### config.mk
export PLATFORM = sky130hd
export DESIGN_NAME = led_strand_driver
export DESIGN_NICKNAME = d
export VERILOG_FILES = /design/src/rtl/led_pkg.sv /design/src/rtl/led_strand_driver_pulse_timer.sv /design/src/rtl/led_strand_driver.sv
export SDC_FILE = /design/constraint.sdc
export NUM_CORES = 1
export LEC_CHECK = 0
export BUFFER_PORTS_ARGS = -buffer_cell sky130_fd_sc_hd__buf_4
export CORE_ASPECT_RATIO = 0.6
export CORE_UTILIZATION = 55
export DETAILED_ROUTE_END_ITERATION = 8
export PLACE_DENSITY = 0.73
export SYNTH_ARGS = -nofsm -noshare
export SYNTH_HDL_FRONTEND = slang
export SYNTH_SLANG_ARGS = --single-unit
### constraint.sdc
create_clock -name clk -period 3.05 [get_ports clk]
set_input_delay 0.305 -clock clk [delete_from_list [all_inputs] [get_ports clk]]
set_output_delay 0.305 -clock clk [all_outputs]
set_load 0.02 [all_outputs]
### src/rtl/led_pkg.sv
// Shared types and defaults for the WS2811-style strand driver.
// Defaults assume a 100 MHz clock.
package led_pkg;

  typedef enum logic [1:0] {
    FRAME_GAP,
    WAIT_COLOR,
    SEND_HIGH,
    SEND_LOW
  } led_state_e;

  localparam int COLOR_BITS = 24;
  localparam int BIT_IDX_W  = $clog2(COLOR_BITS);

  localparam int DEF_NUM_LEDS     = 50;
  localparam int DEF_T0H_CYCLES   = 35;
  localparam int DEF_T0L_CYCLES   = 80;
  localparam int DEF_T1H_CYCLES   = 70;
  localparam int DEF_T1L_CYCLES   = 60;
  localparam int DEF_RESET_CYCLES = 6000;
  localparam int DEF_REQ_LATENCY  = 2;

  // The strand expects green first, then red, then blue, each MSB-first.
  function automatic logic [COLOR_BITS-1:0] pack_grb(input logic [7:0] green,
                                                     input logic [7:0] red,
                                                     input logic [7:0] blue);
    return {green, red, blue};
  endfunction

  // The latency count is also loaded into the timer, so it joins the max.
  function automatic int timer_width(input int gap, input int t0h, input int t0l,
                                     input int t1h, input int t1l, input int lat);
    int m;
    m = gap;
    if (t0h > m) m = t0h;
    if (t0l > m) m = t0l;
    if (t1h > m) m = t1h;
    if (t1l > m) m = t1l;
    if (lat > m) m = lat;
    return $clog2(m) + 1;
  endfunction

endpackage

### src/rtl/led_strand_driver_pulse_timer.sv
// Loadable down-counter: load with duration-1, done while the count sits at 0.
// done_next predicts done for the following cycle so callers can register it.
module pulse_timer #(
  parameter int WIDTH = 8
) (
  input  logic             clk,
  input  logic             rst,
  input  logic             load,
  input  logic [WIDTH-1:0] load_value,
  output logic             done,
  output logic             done_next
);

  logic [WIDTH-1:0] count;
  logic [WIDTH-1:0] count_d;

  always_comb begin
    // NOTE: default first so every path assigns count_d and no latch is inferred.
    count_d = count;
    if (load)
      count_d = load_value;
    else if (count != '0)
      count_d = count - 1'b1;
  end

  always_ff @(posedge clk) begin
    // NOTE: non-blocking for state so all flops update from pre-edge values.
    if (rst)
      count <= '0;
    else
      count <= count_d;
  end

  assign done      = (count == '0);
  assign done_next = (count_d == '0);

endmodule

### src/rtl/led_strand_driver.sv
// Single-wire LED strand driver: fetches one GRB colour per LED, serialises it
// with cycle-counted pulse widths and closes each frame with a latch gap.
module led_strand_driver
  import led_pkg::*;
#(
  parameter int NUM_LEDS          = DEF_NUM_LEDS,
  parameter int LED_ADDRESS_WIDTH = $clog2(NUM_LEDS),
  parameter int T0H_CYCLES        = DEF_T0H_CYCLES,
  parameter int T0L_CYCLES        = DEF_T0L_CYCLES,
  parameter int T1H_CYCLES        = DEF_T1H_CYCLES,
  parameter int T1L_CYCLES        = DEF_T1L_CYCLES,
  parameter int RESET_CYCLES      = DEF_RESET_CYCLES,
  parameter int REQ_LATENCY       = DEF_REQ_LATENCY
) (
  input  logic                         clk,
  input  logic                         rst,
  input  logic [7:0]                   green_in,
  input  logic [7:0]                   red_in,
  input  logic [7:0]                   blue_in,
  input  logic                         color_valid,
  output logic [LED_ADDRESS_WIDTH-1:0] next_led_request,
  output logic                         strand_out,
  output logic                         frame_done,
  output logic                         busy
);

  localparam int TIMER_W = timer_width(RESET_CYCLES, T0H_CYCLES, T0L_CYCLES,
                                       T1H_CYCLES, T1L_CYCLES, REQ_LATENCY);
  localparam logic [LED_ADDRESS_WIDTH-1:0] LAST_LED = LED_ADDRESS_WIDTH'(NUM_LEDS - 1);

  led_state_e                   state, state_d;
  logic [COLOR_BITS-1:0]        shreg, shreg_d;
  logic [BIT_IDX_W-1:0]         bit_idx, bit_idx_d;
  logic [LED_ADDRESS_WIDTH-1:0] led_idx_d;
  logic                         gap_armed;
  logic                         timer_load;
  logic [TIMER_W-1:0]           timer_value;
  logic                         timer_done, timer_done_next;

  function automatic logic [TIMER_W-1:0] high_time(input logic b);
    return b ? TIMER_W'(T1H_CYCLES - 1) : TIMER_W'(T0H_CYCLES - 1);
  endfunction

  function automatic logic [TIMER_W-1:0] low_time(input logic b);
    return b ? TIMER_W'(T1L_CYCLES - 1) : TIMER_W'(T0L_CYCLES - 1);
  endfunction

  pulse_timer #(.WIDTH(TIMER_W)) u_timer (
    .clk        (clk),
    .rst        (rst),
    .load       (timer_load),
    .load_value (timer_value),
    .done       (timer_done),
    .done_next  (timer_done_next)
  );

  always_comb begin
    state_d     = state;
    shreg_d     = shreg;
    bit_idx_d   = bit_idx;
    led_idx_d   = next_led_request;
    timer_load  = 1'b0;
    timer_value = '0;
    unique case (state)
      FRAME_GAP: begin
        // Out of reset the timer sits at 0; the first gap cycle arms it instead.
        if (!gap_armed) begin
          timer_load  = 1'b1;
          timer_value = TIMER_W'(RESET_CYCLES - 2);
        end else if (timer_done) begin
          state_d     = WAIT_COLOR;
          timer_load  = 1'b1;
          timer_value = TIMER_W'(REQ_LATENCY);
        end
      end
      WAIT_COLOR: begin
        if (timer_done && color_valid) begin
          shreg_d     = pack_grb(green_in, red_in, blue_in);
          bit_idx_d   = BIT_IDX_W'(COLOR_BITS - 1);
          state_d     = SEND_HIGH;
          timer_load  = 1'b1;
          timer_value = high_time(shreg_d[COLOR_BITS-1]);
        end
      end
      SEND_HIGH: begin
        if (timer_done) begin
          state_d     = SEND_LOW;
          timer_load  = 1'b1;
          timer_value = low_time(shreg[COLOR_BITS-1]);
        end
      end
      SEND_LOW: begin
        if (timer_done) begin
          timer_load = 1'b1;
          if (bit_idx != '0) begin
            shreg_d     = shreg << 1;
            bit_idx_d   = bit_idx - 1'b1;
            state_d     = SEND_HIGH;
            timer_value = high_time(shreg[COLOR_BITS-2]);
          end else if (next_led_request == LAST_LED) begin
            led_idx_d   = '0;
            state_d     = FRAME_GAP;
            timer_value = TIMER_W'(RESET_CYCLES - 1);
          end else begin
            led_idx_d   = next_led_request + 1'b1;
            state_d     = WAIT_COLOR;
            timer_value = TIMER_W'(REQ_LATENCY);
          end
        end
      end
      default: state_d = FRAME_GAP;
    endcase
  end

  // Outputs are registered from next-state values so they line up with state.
  always_ff @(posedge clk) begin
    if (rst) begin
      state            <= FRAME_GAP;
      shreg            <= '0;
      bit_idx          <= '0;
      next_led_request <= '0;
      gap_armed        <= 1'b0;
      strand_out       <= 1'b0;
      busy             <= 1'b0;
      frame_done       <= 1'b0;
    end else begin
      state            <= state_d;
      shreg            <= shreg_d;
      bit_idx          <= bit_idx_d;
      next_led_request <= led_idx_d;
      gap_armed        <= 1'b1;
      strand_out       <= (state_d == SEND_HIGH);
      busy             <= (state_d == SEND_HIGH) || (state_d == SEND_LOW);
      frame_done       <= (state_d == FRAME_GAP) && timer_done_next;
    end
  end

endmodule

## After elaboration in Yosys (flattened, before gate mapping)

Index checks and enable logic that the tools add are counted.

| storage, ports and cells | value |
|---|---|
| output and inout bits | 9 |
| word-level logic and storage cells | 70 |
| input bits | 27 |
| flip-flop bits (word level) | 55 |

| operators by class | value |
|---|---|
| reductions and logical operators | 13 |
| equal/unequal tests | 9 |
| muxes and demuxes | 35 |
| add/sub/neg operators | 3 |
| bitwise operators | 1 |

Operators by type and width:

| kind | number |
|---|---|
| $mux 24 | 3 |
| $pmux 14 s4 | 1 |
| $mux 13 | 4 |
| $pmux 24 s2 | 1 |
| $mux 7 | 5 |
| $logic_not 14->1 | 2 |
| $mux 14 | 2 |
| $mux 5 | 3 |
| $mux 2 | 7 |
| $reduce_bool 14->1 | 1 |
| $sub 14x1->14 const B | 1 |
| $pmux 5 s2 | 1 |
| $eq 2x2->1 const B | 4 |
| $pmux 2 s4 | 1 |
| $add 6x1->6 const B | 1 |
| $eq 6x6->1 const B | 1 |
| $mux 6 | 1 |
| $ne 2x2->1 const B | 3 |
| $mux 1 | 5 |
| $reduce_bool 5->1 | 1 |
| $sub 5x1->5 const B | 1 |
| $logic_not 2->1 | 2 |
| $reduce_and 4->1 | 1 |
| $pmux 1 s3 | 1 |
| other kinds (7) | 8 |

## Longest topological paths before layout

Gate-level depths: netlist of run 1.

| logic depth | value |
|---|---|
| depth after elaboration | 8 |
| gate-level depth with buffers | 10 |
| mapped depth without buffers | 9 |

## Hierarchy

Synthesis of run 1 repeated with hierarchy kept, for this count alone.

| unflattened totals | value |
|---|---|
| cells, all modules | 328 |
| area, all modules | 2859.0 sq um |

Modules (own cells, without submodules):

| module | seq. area each (sq um) | instances | cells an instance | area an instance (sq um) |
|---|---|---|---|---|
| led_strand_driver | 800.8 | 1 | 203 | 1848.0 |
| pulse_timer | 280.3 | 1 | 125 | 1011.0 |

## Least setup slack after synthesis of run 1

Ideal clock, no wire load.

| path | value |
|---|---|
| path type | register -> register |
| from | register u_timer.count[0] |
| to | register frame_done |
| cell stages (with the launch flop) | 10 |
| arrival | 2.248 ns |
| period minus slack after synthesis | 2.309 ns |
| required time | 2.989 ns |
| setup slack | 0.741 ns |
| library setup time | 0.061 ns |
| path buffers | 0 |
| cell sequence | dfxtp_1 -> inv_1 -> ha_1 -> nor3b_2 -> nand4_2 -> o21ai_4 -> a21oi_1 -> or3_1 -> nor4_2 -> o2111a_1 |

| between the ends | value |
|---|---|
| word-level cells in the longest chain between the ends | 7 |
| elaborated cells between the ends (all ways) | 25 |
| those cells by class | add/sub: 1; mux: 18; reduce/logical: 6 |

Ends and longest elaborated chain:

| item | RTL line | source |
|---|---|---|
| start: declaration | led_strand_driver_pulse_timer.sv:14 | `logic [WIDTH-1:0] count;` |
| start signal: assignment | led_strand_driver_pulse_timer.sv:31 | `count <= count_d;` |
| branches (longest 6 deep; another with $sub 14x1->14) | - |  |
| $logic_and 1x1->1 (*) | led_strand_driver.sv:134 | `frame_done <= (state_d == FRAME_GAP) && timer_done_next;` |
| end signal: assignment | led_strand_driver.sv:134 |  |
| end: declaration | led_strand_driver.sv:23 | `output logic frame_done,` |

Every way passes the cells marked *. The select of a mux whose other input is x is not followed.
A chain may end at the register's enable or synchronous reset.

## Final worst setup path of run 1

Same ends and word-level chain as after synthesis.

==> results.toml, run 1 <==
[setup_path]
timing.rr.end = "frame_done"
reg2regPathDepth = 8
r2r_setup_slack_ns = 0.24
worst_flop_to_flop_path_startpoint = "u_timer.count[0]"
worstPathArrival_ns = 3.06
critical_path.endpoint_type = "flop"
start_kind = "flop"
timing.setup.critical_path_class = "reg -> reg"
critical_path.endpoint = "frame_done"
required_ns = 3.31
worstSetupStartpoint = "u_timer.count[0]"
path_max_fanout = 9

[routing]
routed_wirelength_um = 7330
avgRoutedWirePerCell_um = 15.9
route.detailed.drc = 0
drt-initial-drc-count = 347
via_cell_ratio = 6.03
vias = 2772
ant_nets = 0
drt_pass1_iterations = 5

[global_routing]
gr-usage-all-layers = 0.261
antenna_found_initial = 0
grt_max_degree = 44
grt_pass1_vias = 2240
grt_overflow_total = 0
grt_first_pass_wirelength_um = 11700

[timing]
fmaxAchievable_ghz = 0.356
rsz0062_at_grt = "no"
max_slew.worst_pin.slew_ns = 0.664
setup_violations = 0
timing.final.ws_setup_ns = 0.245
fin_tns_setup_ns = 0
min_period_ns = 2.81
finalCritPeriodShare = 0.920
relSlewSlack = 0.556
slew_viol_final = 0
fin_worst_skew_ns = 0.0123
finalHoldViolCount = 0

[synth]
synth.ff_latch_count = 55
yosys.area_share.adder = 0.0253
yosys.area.top_type_share = 0.371
synth_cell_types = 60
synth.avg_cell_area_um2 = 8.07
post_synth_mux_area_share = 0.00337
sequential_cell_area_fraction_in_the_yosys_report = 0.371
syn-num-nets = 401
main_combinational_cell_family_by_area_after_synthesis = "simple AND/OR/NAND/NOR gates"
ys_warn_count = 0
post_synth_instance_area_um2 = 2970
syn_inst = 368
synth_largest_area_cell = "sky130_fd_sc_hd__dfxtp_1"
synth_flop_cell = "sky130_fd_sc_hd__dfxtp_1"
post_synth_and_or_nand_nor_area_fraction = 0.308
synth-xor-area-share = 0.0472
number_of_enable_flip_flop_cells_after_synthesis = 0
synth-compound-area-share = 0.195
asyncSetResetFlopFracSynth = 0
ranking_of_synthesized_cells_by_area = "sky130_fd_sc_hd__dfxtp_1 37%, sky130_fd_sc_hd__nor2_1 6.4%, sky130_fd_sc_hd__a311oi_1 5.9%"

[flow_run]
cap_violations = 0

[hold_path]
hold_class = "in -> reg"

[die]
die_h_um = 58.9
num_io_pins = 36
initial_core_util = 0.579
chip_width_um = 96.9
die-area_um2 = 5710
std_cell_rows = 20
core_region_area_um2 = 5130

[clocking]
worst_skew_late_latency_ns = 0.31
tritoncts.num_buffers = 5
htreeDepth = 2
worst_setup_hold_path_clk_slew_ns = 0.10
cts_hold_buf = 0
clock_tree_from_tritoncts = "yes"
clkSinkCount = 55
cts-root-to-sink-buffers = 2
root_buffer = "sky130_fd_sc_hd__clkbuf_8"

[layout]
antenna-diode-count = 0
layout.core_utilization = 0.667
final_net_count = 426
postLayoutCellArea_um2 = 3420
post_route_cells_drive_above_1_share = 0.175
num-fill-cells = 421
areaGrowthSynthToFinish_pct = 15.1

[pwr]
power_leakage_uw = 0.00128
power_density_nw_per_um2 = 450
max-vdd-ir-drop_v = 0.000262
p_total_uw = 1540

[placement]
gp_congestion = 0.936
port-buffer-count = 35
detailed_place.area_um2 = 3290
pre_cts_slack_ns = 0.0915
dpl_hpwl_um = 5280

[run_status]
run_status = "complete, no violations"
-- synth_stat cells (all sizes together) (2+ instances only) --
cell type   n
nand4       5
or3b        3
a311oi     20
or2         2
nor3       17
nor4        8
a211oi      6
o21a        3
xnor2       8
nor2b       2
clkbuf     19
inv         8
nand4b      2
nor3b       3
a22oi       4
nand3      28
xor2        8
and2        6
a21oi      22
o21ai      11
ha          6
buf         9
dfxtp      55
nand2      37
nor2       51
or3         4
-- cell families (layout without fill, tap and decap cells) --
logic type | Yosys count | in the layout
adder cells (fa/ha/maj) | 6 | 6
multiplexers | 1 | 1
AO/OA/AOI/OAI | 78 | 78
XOR/XNOR | 16 | 16
AND/OR/NAND/NOR | 176 | 176
flip-flops | 55 | 55
buffers and inverters | 36 | 62
-- report_power, final --
group	internal (uW)	leakage (uW)	switching (uW)
clock network	270	0.0000618	245
logic	108	0.000773	148
registers	735	0.000446	31.7
total	1110	0.00128	425
-- per-stage QoR --
stage / cells / hold WS, ns
global route: 460 / 0.250
floorplan: 368 / 0.436
global placement: 452 / 0.444
detailed placement: 452 / 0.456
finish: 460 / 0.256
CTS: 460 / 0.254
-- worst min-delay path by stage --
stage                 from        end  slack [ns]  cells after the start
6_report        blue_in[0]   shreg[0]        0.26                      3
5_1_grt        green_in[3]  shreg[19]        0.25                      3
4_1_cts          red_in[2]  shreg[10]        0.25                      3
3_5_place_dp     shreg[21]  shreg[21]        0.46                      2
3_3_place_gp     shreg[21]  shreg[21]        0.44                      2
2_1_floorplan    shreg[21]  shreg[21]        0.44                      2
-- metal layers --
metal	vias up	wire (um)	GRT usage
met5	-	0	0
met4	0	29	0.0320
met3	5	885	0.108
met2	135	2560	0.293
met1	1256	3850	0.434
li1	1376	-	-
-- area by class of cell --
type	count	area (um2)	area share
inverter	8	30.0	0.00878
timing repair buffer	46	358	0.105
sequential	55	1100	0.322
tap	66	82.6	0.0241
clock inverter	2	38.8	0.0113
clock buffer	6	82.6	0.0241
multi-input combinational	277	1730	0.505
-- cell usage in the layout, fill, tap and decap left out, types with 4 or more instances in the layout --
cell type / instances
sky130_fd_sc_hd__a21oi_1: 22
sky130_fd_sc_hd__nand3_1: 28
sky130_fd_sc_hd__nor4_1: 5
sky130_fd_sc_hd__inv_1: 8
sky130_fd_sc_hd__nor2_1: 51
sky130_fd_sc_hd__a22oi_1: 4
sky130_fd_sc_hd__or3_1: 4
sky130_fd_sc_hd__and2_1: 6
sky130_fd_sc_hd__dfxtp_1: 55
sky130_fd_sc_hd__ha_1: 6
sky130_fd_sc_hd__a211oi_1: 5
sky130_fd_sc_hd__xor2_1: 8
sky130_fd_sc_hd__buf_4: 45
sky130_fd_sc_hd__nand2_1: 37
sky130_fd_sc_hd__nand4_1: 4
sky130_fd_sc_hd__xnor2_1: 8
sky130_fd_sc_hd__a311oi_1: 20
sky130_fd_sc_hd__nor3_1: 15
sky130_fd_sc_hd__o21ai_0: 8
sky130_fd_sc_hd__clkbuf_8: 6
-- registers in the layout, indices dropped and copies added (netlist names) --
signal,cells
u_timer.count,14
frame_done,1
busy,1
bit_idx,5
shreg,24
state,2
gap_armed,1
next_led_request,6
strand_out,1
-- worst max-delay path, stage by stage (launching register included) --
cell and delay (ns):
sky130_fd_sc_hd__dfxtp_1 0.37, sky130_fd_sc_hd__inv_1 0.10, sky130_fd_sc_hd__ha_1 0.15, sky130_fd_sc_hd__nor3b_4 0.39
sky130_fd_sc_hd__nand4_2 0.33, sky130_fd_sc_hd__o21ai_4 0.38, sky130_fd_sc_hd__nand2_1 0.16, sky130_fd_sc_hd__a2111oi_1 0.62
sky130_fd_sc_hd__o2111a_1 0.25
-- repair_timing --
| item | CTS | global route |
|---|---|---|
| gates resized for setup | 0 | 2 |
| buffers inserted | 0 | 0 |
| endpoints found under the setup margin | 0 | 5 |
Note: power is estimated with default switching activity, not from simulation.
==> run 2: changes to the inputs <==
- REMOVE_ABC_BUFFERS: unset -> 1
- SLEW_MARGIN: unset -> 20
==> results.toml, run 2 (synthesis results as in run 1) <==
[run_status]
run_status = "complete, no violations"

[clocking]
cts_resized = 0
tritoncts.num_buffers = 5
cts-root-to-sink-buffers = 2
clock_tree_from_tritoncts = "yes"
root_buffer = "sky130_fd_sc_hd__clkbuf_8"
worst_setup_hold_path_clk_slew_ns = 0.10
htreeDepth = 2
cts_hold_buf = 0
clkSinkCount = 55
cts.repair_timing.setup_buffer_count = 0
worst_skew_late_latency_ns = 0.31

[placement]
detailed_place.area_um2 = 3310
dpl_hpwl_um = 5540
dp_cells = 454
pre_cts_slack_ns = 0.194
port-buffer-count = 35
gp_congestion = 1.01

[setup_path]
critical_path.endpoint_type = "flop"
timing.setup.critical_path_class = "reg -> reg"
path_max_fanout = 9
worst_flop_to_flop_path_startpoint = "u_timer.count[0]"
required_ns = 3.31
start_kind = "flop"
worstPathArrival_ns = 3.02
worstSetupStartpoint = "u_timer.count[0]"

[pwr]
seqPwrFrac = 0.504
max-vdd-ir-drop_v = 0.000228
power_frac_comb = 0.170
power_density_nw_per_um2 = 445
internal_power_uw = 1110
clk_pwr_share = 0.326
swShare = 0.272
net-switching-power_uw = 415
power_leakage_uw = 0.00129

[routing]
ant_nets = 0
avgRoutedWirePerCell_um = 16.4
vias = 2838
drt_pass1_iterations = 5
drt-initial-drc-count = 363
route.detailed.drc = 0
routed_wirelength_um = 7560
via_cell_ratio = 6.14

[layout]
largest-register = "shreg"
largest_reg_flops = 24
post_route_cells_drive_above_1_share = 0.179
areaGrowthSynthToFinish_pct = 15.5
top_regs = "shreg (24), u_timer.count (14), next_led_request (6)"
num-fill-cells = 457
layout.cells.most_common = "sky130_fd_sc_hd__dfxtp_1"
post_layout_nonfiller_instances = 462
postLayoutCellArea_um2 = 3430
final_net_count = 428
antenna-diode-count = 0
mostFrequentLayoutCells = "55 x sky130_fd_sc_hd__dfxtp_1, 51 x sky130_fd_sc_hd__nor2_1, 47 x sky130_fd_sc_hd__buf_4"

[hold_path]
hold_class = "in -> reg"
timing.hold.worst.start = "red_in[5]"

[timing]
setup_violations = 0
finalCritPeriodShare = 0.907
max_slew.worst_pin.slew_ns = 0.606
fin_worst_skew_ns = 0.00751
min_period_ns = 2.77
timing.final.ws_setup_ns = 0.283
hold-worst-slack_ns = 0.263
relSlewSlack = 0.595
fmaxAchievable_ghz = 0.361
finalHoldViolCount = 0
slew_viol_final = 0
fin_tns_setup_ns = 0
rsz0062_at_grt = "no"

[global_routing]
grt_overflow_total = 0
grt_pass1_vias = 2320
grt_first_pass_wirelength_um = 12200
antenna_found_initial = 0
grt_max_degree = 44
gr-usage-all-layers = 0.270

[die]
initial_core_util = 0.579
chip_width_um = 96.9
core_region_area_um2 = 5130
num_io_pins = 36
std_cell_rows = 20
die_h_um = 58.9
die-area_um2 = 5710

[flow_run]
cap_violations = 0
[run 2: final cells by class]
cell class                 instances  area [um2]  area share
inverter                           8        30.0     0.00875
multi-input combinational        277        1730       0.503
clock buffer                       6        82.6      0.0241
tap                               66        82.6      0.0241
clock inverter                     2        35.0      0.0102
sequential                        55        1100       0.321
timing repair buffer              48         373       0.109
[run 2: per-layer routing]
layer	global-route usage	vias up	part of all wire
li1	-	1383	-
met1	0.440	1310	0.52
met2	0.340	141	0.37
met3	0.0772	4	0.11
met4	0.0448	0	0.0038
met5	0	-	0
[run 2: final timing paths]
path              slack [ns]         end  cells past startpoint
setup / recovery        0.28  frame_done                      9
hold / removal          0.26   shreg[13]                      3
setup reg to reg        0.28  frame_done                      9
hold reg to reg         0.46   shreg[21]                      2
[run 2: metrics by stage]
stage | power (uW) | util
2_1_floorplan | 933 | -
3_3_place_gp | 1040 | 0.644
3_5_place_dp | 1030 | 0.644
4_1_cts | 1520 | 0.667
5_1_grt | 1590 | 0.669
6_report | 1530 | 0.669
[run 2: critical path: stages (launching register included)]
cell                       delay (ns)
sky130_fd_sc_hd__dfxtp_1         0.37
sky130_fd_sc_hd__inv_1           0.12
sky130_fd_sc_hd__ha_1            0.17
sky130_fd_sc_hd__nor3b_4         0.36
sky130_fd_sc_hd__nand4_2         0.31
sky130_fd_sc_hd__o21ai_4         0.35
sky130_fd_sc_hd__a21oi_1         0.07
sky130_fd_sc_hd__or3_1           0.43
sky130_fd_sc_hd__nor4_2          0.32
sky130_fd_sc_hd__o2111a_1        0.22
[run 2: power groups by stage]
stage               registers [uW]  clock network (uW)  logic [uW]
finish                         769                 497         260
global route                   772                 528         287
CTS                            767                 505         251
detailed placement             784                   0         249
global placement               784                   0         253
floorplan                      776                   0         157
==> run 3: changes to the inputs <==
- BUFFER_PORTS_ARGS: -buffer_cell sky130_fd_sc_hd__buf_4 -> unset
- CTS_CLUSTER_SIZE: unset -> 20
- DONT_BUFFER_PORTS: unset -> 1
- PLACE_DENSITY: 0.73 -> 0.67
==> results.toml, run 3 (synthesis results as in run 1) <==
[clocking]
clkSinkCount = 55
worst_skew_late_latency_ns = 0.31
clock_tree_from_tritoncts = "yes"
worst_setup_hold_path_clk_slew_ns = 0.10
cts_hold_buf = 0
cts.repair_timing.setup_buffer_count = 0
tritoncts.num_buffers = 5
htreeDepth = 2
cts-root-to-sink-buffers = 2
root_buffer = "sky130_fd_sc_hd__clkbuf_8"

[pwr]
max-vdd-ir-drop_v = 0.000186
power_leakage_uw = 0.00109
power_density_nw_per_um2 = 448

[global_routing]
antenna_found_initial = 0
grt_first_pass_wirelength_um = 12600
grt_max_degree = 44
grt_pass1_vias = 2424
gr-usage-all-layers = 0.280
grt_overflow_total = 0

[setup_path]
required_ns = 3.31
worst_flop_to_flop_path_startpoint = "u_timer.count[0]"
start_kind = "flop"
worstSetupStartpoint = "u_timer.count[0]"
critical_path.endpoint_type = "flop"
path_max_fanout = 14
worstPathArrival_ns = 3.12
timing.setup.critical_path_class = "reg -> reg"

[die]
initial_core_util = 0.579
die-area_um2 = 5710
chip_width_um = 96.9
core_region_area_um2 = 5130
die_h_um = 58.9
num_io_pins = 36
std_cell_rows = 20

[layout]
num-fill-cells = 477
final_net_count = 391
largest_reg_flops = 24
mostFrequentLayoutCells = "55 x sky130_fd_sc_hd__dfxtp_1, 51 x sky130_fd_sc_hd__nor2_1, 37 x sky130_fd_sc_hd__nand2_1"
layout.cells.most_common = "sky130_fd_sc_hd__dfxtp_1"
top_regs = "shreg (24), u_timer.count (14), next_led_request (6)"
areaGrowthSynthToFinish_pct = 5.14
antenna-diode-count = 0
largest-register = "shreg"
post_route_cells_drive_above_1_share = 0.0919

[routing]
route.detailed.drc = 0
drt-initial-drc-count = 304
drt_pass1_iterations = 4
via_cell_ratio = 6.39
vias = 2716
avgRoutedWirePerCell_um = 18.1
routed_wirelength_um = 7680
ant_nets = 0

[timing]
relSlewSlack = 0.582
finalCritPeriodShare = 0.935
min_period_ns = 2.85
timing.final.ws_setup_ns = 0.198
max_slew.worst_pin.slew_ns = 0.622
rsz0062_at_grt = "no"
fmaxAchievable_ghz = 0.351
fin_tns_setup_ns = 0
setup_violations = 0
finalHoldViolCount = 0
fin_worst_skew_ns = 0.00838
hold-worst-slack_ns = 0.0553
slew_viol_final = 0

[run_status]
run_status = "complete, no violations"

[flow_run]
cap_violations = 0

[placement]
gp_congestion = 0.996
pre_cts_slack_ns = -0.0178
port-buffer-count = 0
dpl_hpwl_um = 5600

[hold_path]
hold_class = "in -> reg"
timing.hold.worst.start = "rst"
run 3: changes by cell type in the layout (fill, tap and decap cells not counted), sizes merged:
cell | previous run | this run
bufinv | 1 | 0
clkinvlp | 0 | 1
buf | 48 | 11
run 3: timing repair:
| action | in CTS | in global routing |
|---|---|---|
| gates cloned | 0 | 0 |
| gates resized for setup | 1 | 1 |
| endpoints found under the setup margin | 2 | 8 |
run 3: final cells by class:
cell class,count,area (um2),share of cell area
clock buffers,6,72.6,0.0232
clock inverters,2,12.5,0.00401
inverters,8,30.0,0.00962
multi-input cells,277,1730,0.554
flip-flops and latches,55,1100,0.353
well taps,66,82.6,0.0264
repair buffers,11,95.1,0.0304
run 3: metal layers:
| layer | track usage | vias to the layer above | wire (um) |
|---|---|---|---|
| met5 | 0 | - | 0 |
| met4 | 0.0618 | 0 | 57 |
| met3 | 0.0903 | 9 | 734 |
| met2 | 0.354 | 109 | 2830 |
| met1 | 0.444 | 1284 | 4060 |
| li1 | - | 1314 | - |
run 3: worst max-delay path, cell delays in order (launching register included):
cell	delay (ns)
sky130_fd_sc_hd__dfxtp_1	0.37
sky130_fd_sc_hd__inv_1	0.11
sky130_fd_sc_hd__ha_1	0.16
sky130_fd_sc_hd__nor3b_2	0.51
sky130_fd_sc_hd__nand4_4	0.36
sky130_fd_sc_hd__o21ai_4	0.36
sky130_fd_sc_hd__a21oi_1	0.06
sky130_fd_sc_hd__or3_1	0.41
sky130_fd_sc_hd__nor4_2	0.26
sky130_fd_sc_hd__o2111a_1	0.21
run 3: worst paths after layout:
check / end / slack [ns] / cells past startpoint
max reg2reg: frame_done / 0.20 / 9
min reg2reg: shreg[21] / 0.46 / 2
max: frame_done / 0.20 / 9
min: shreg[15] / 0.06 / 1
run 3: per-stage QoR:
stage,std cells,power (uW),instance area (um2),utilization
2_1_floorplan,340,933,2850,-
3_3_place_gp,417,997,3030,0.590
3_5_place_dp,417,996,3030,0.590
4_1_cts,425,1390,3110,0.607
5_1_grt,425,1460,3120,0.609
6_report,425,1400,3120,0.609
run 3: power by group:
part	switching (uW)	leakage (uW)	total, uW	internal, uW
Combinational	144	0.000600	228	84.5
Clock	244	0.0000412	405	161
Sequential	30.8	0.000446	766	735
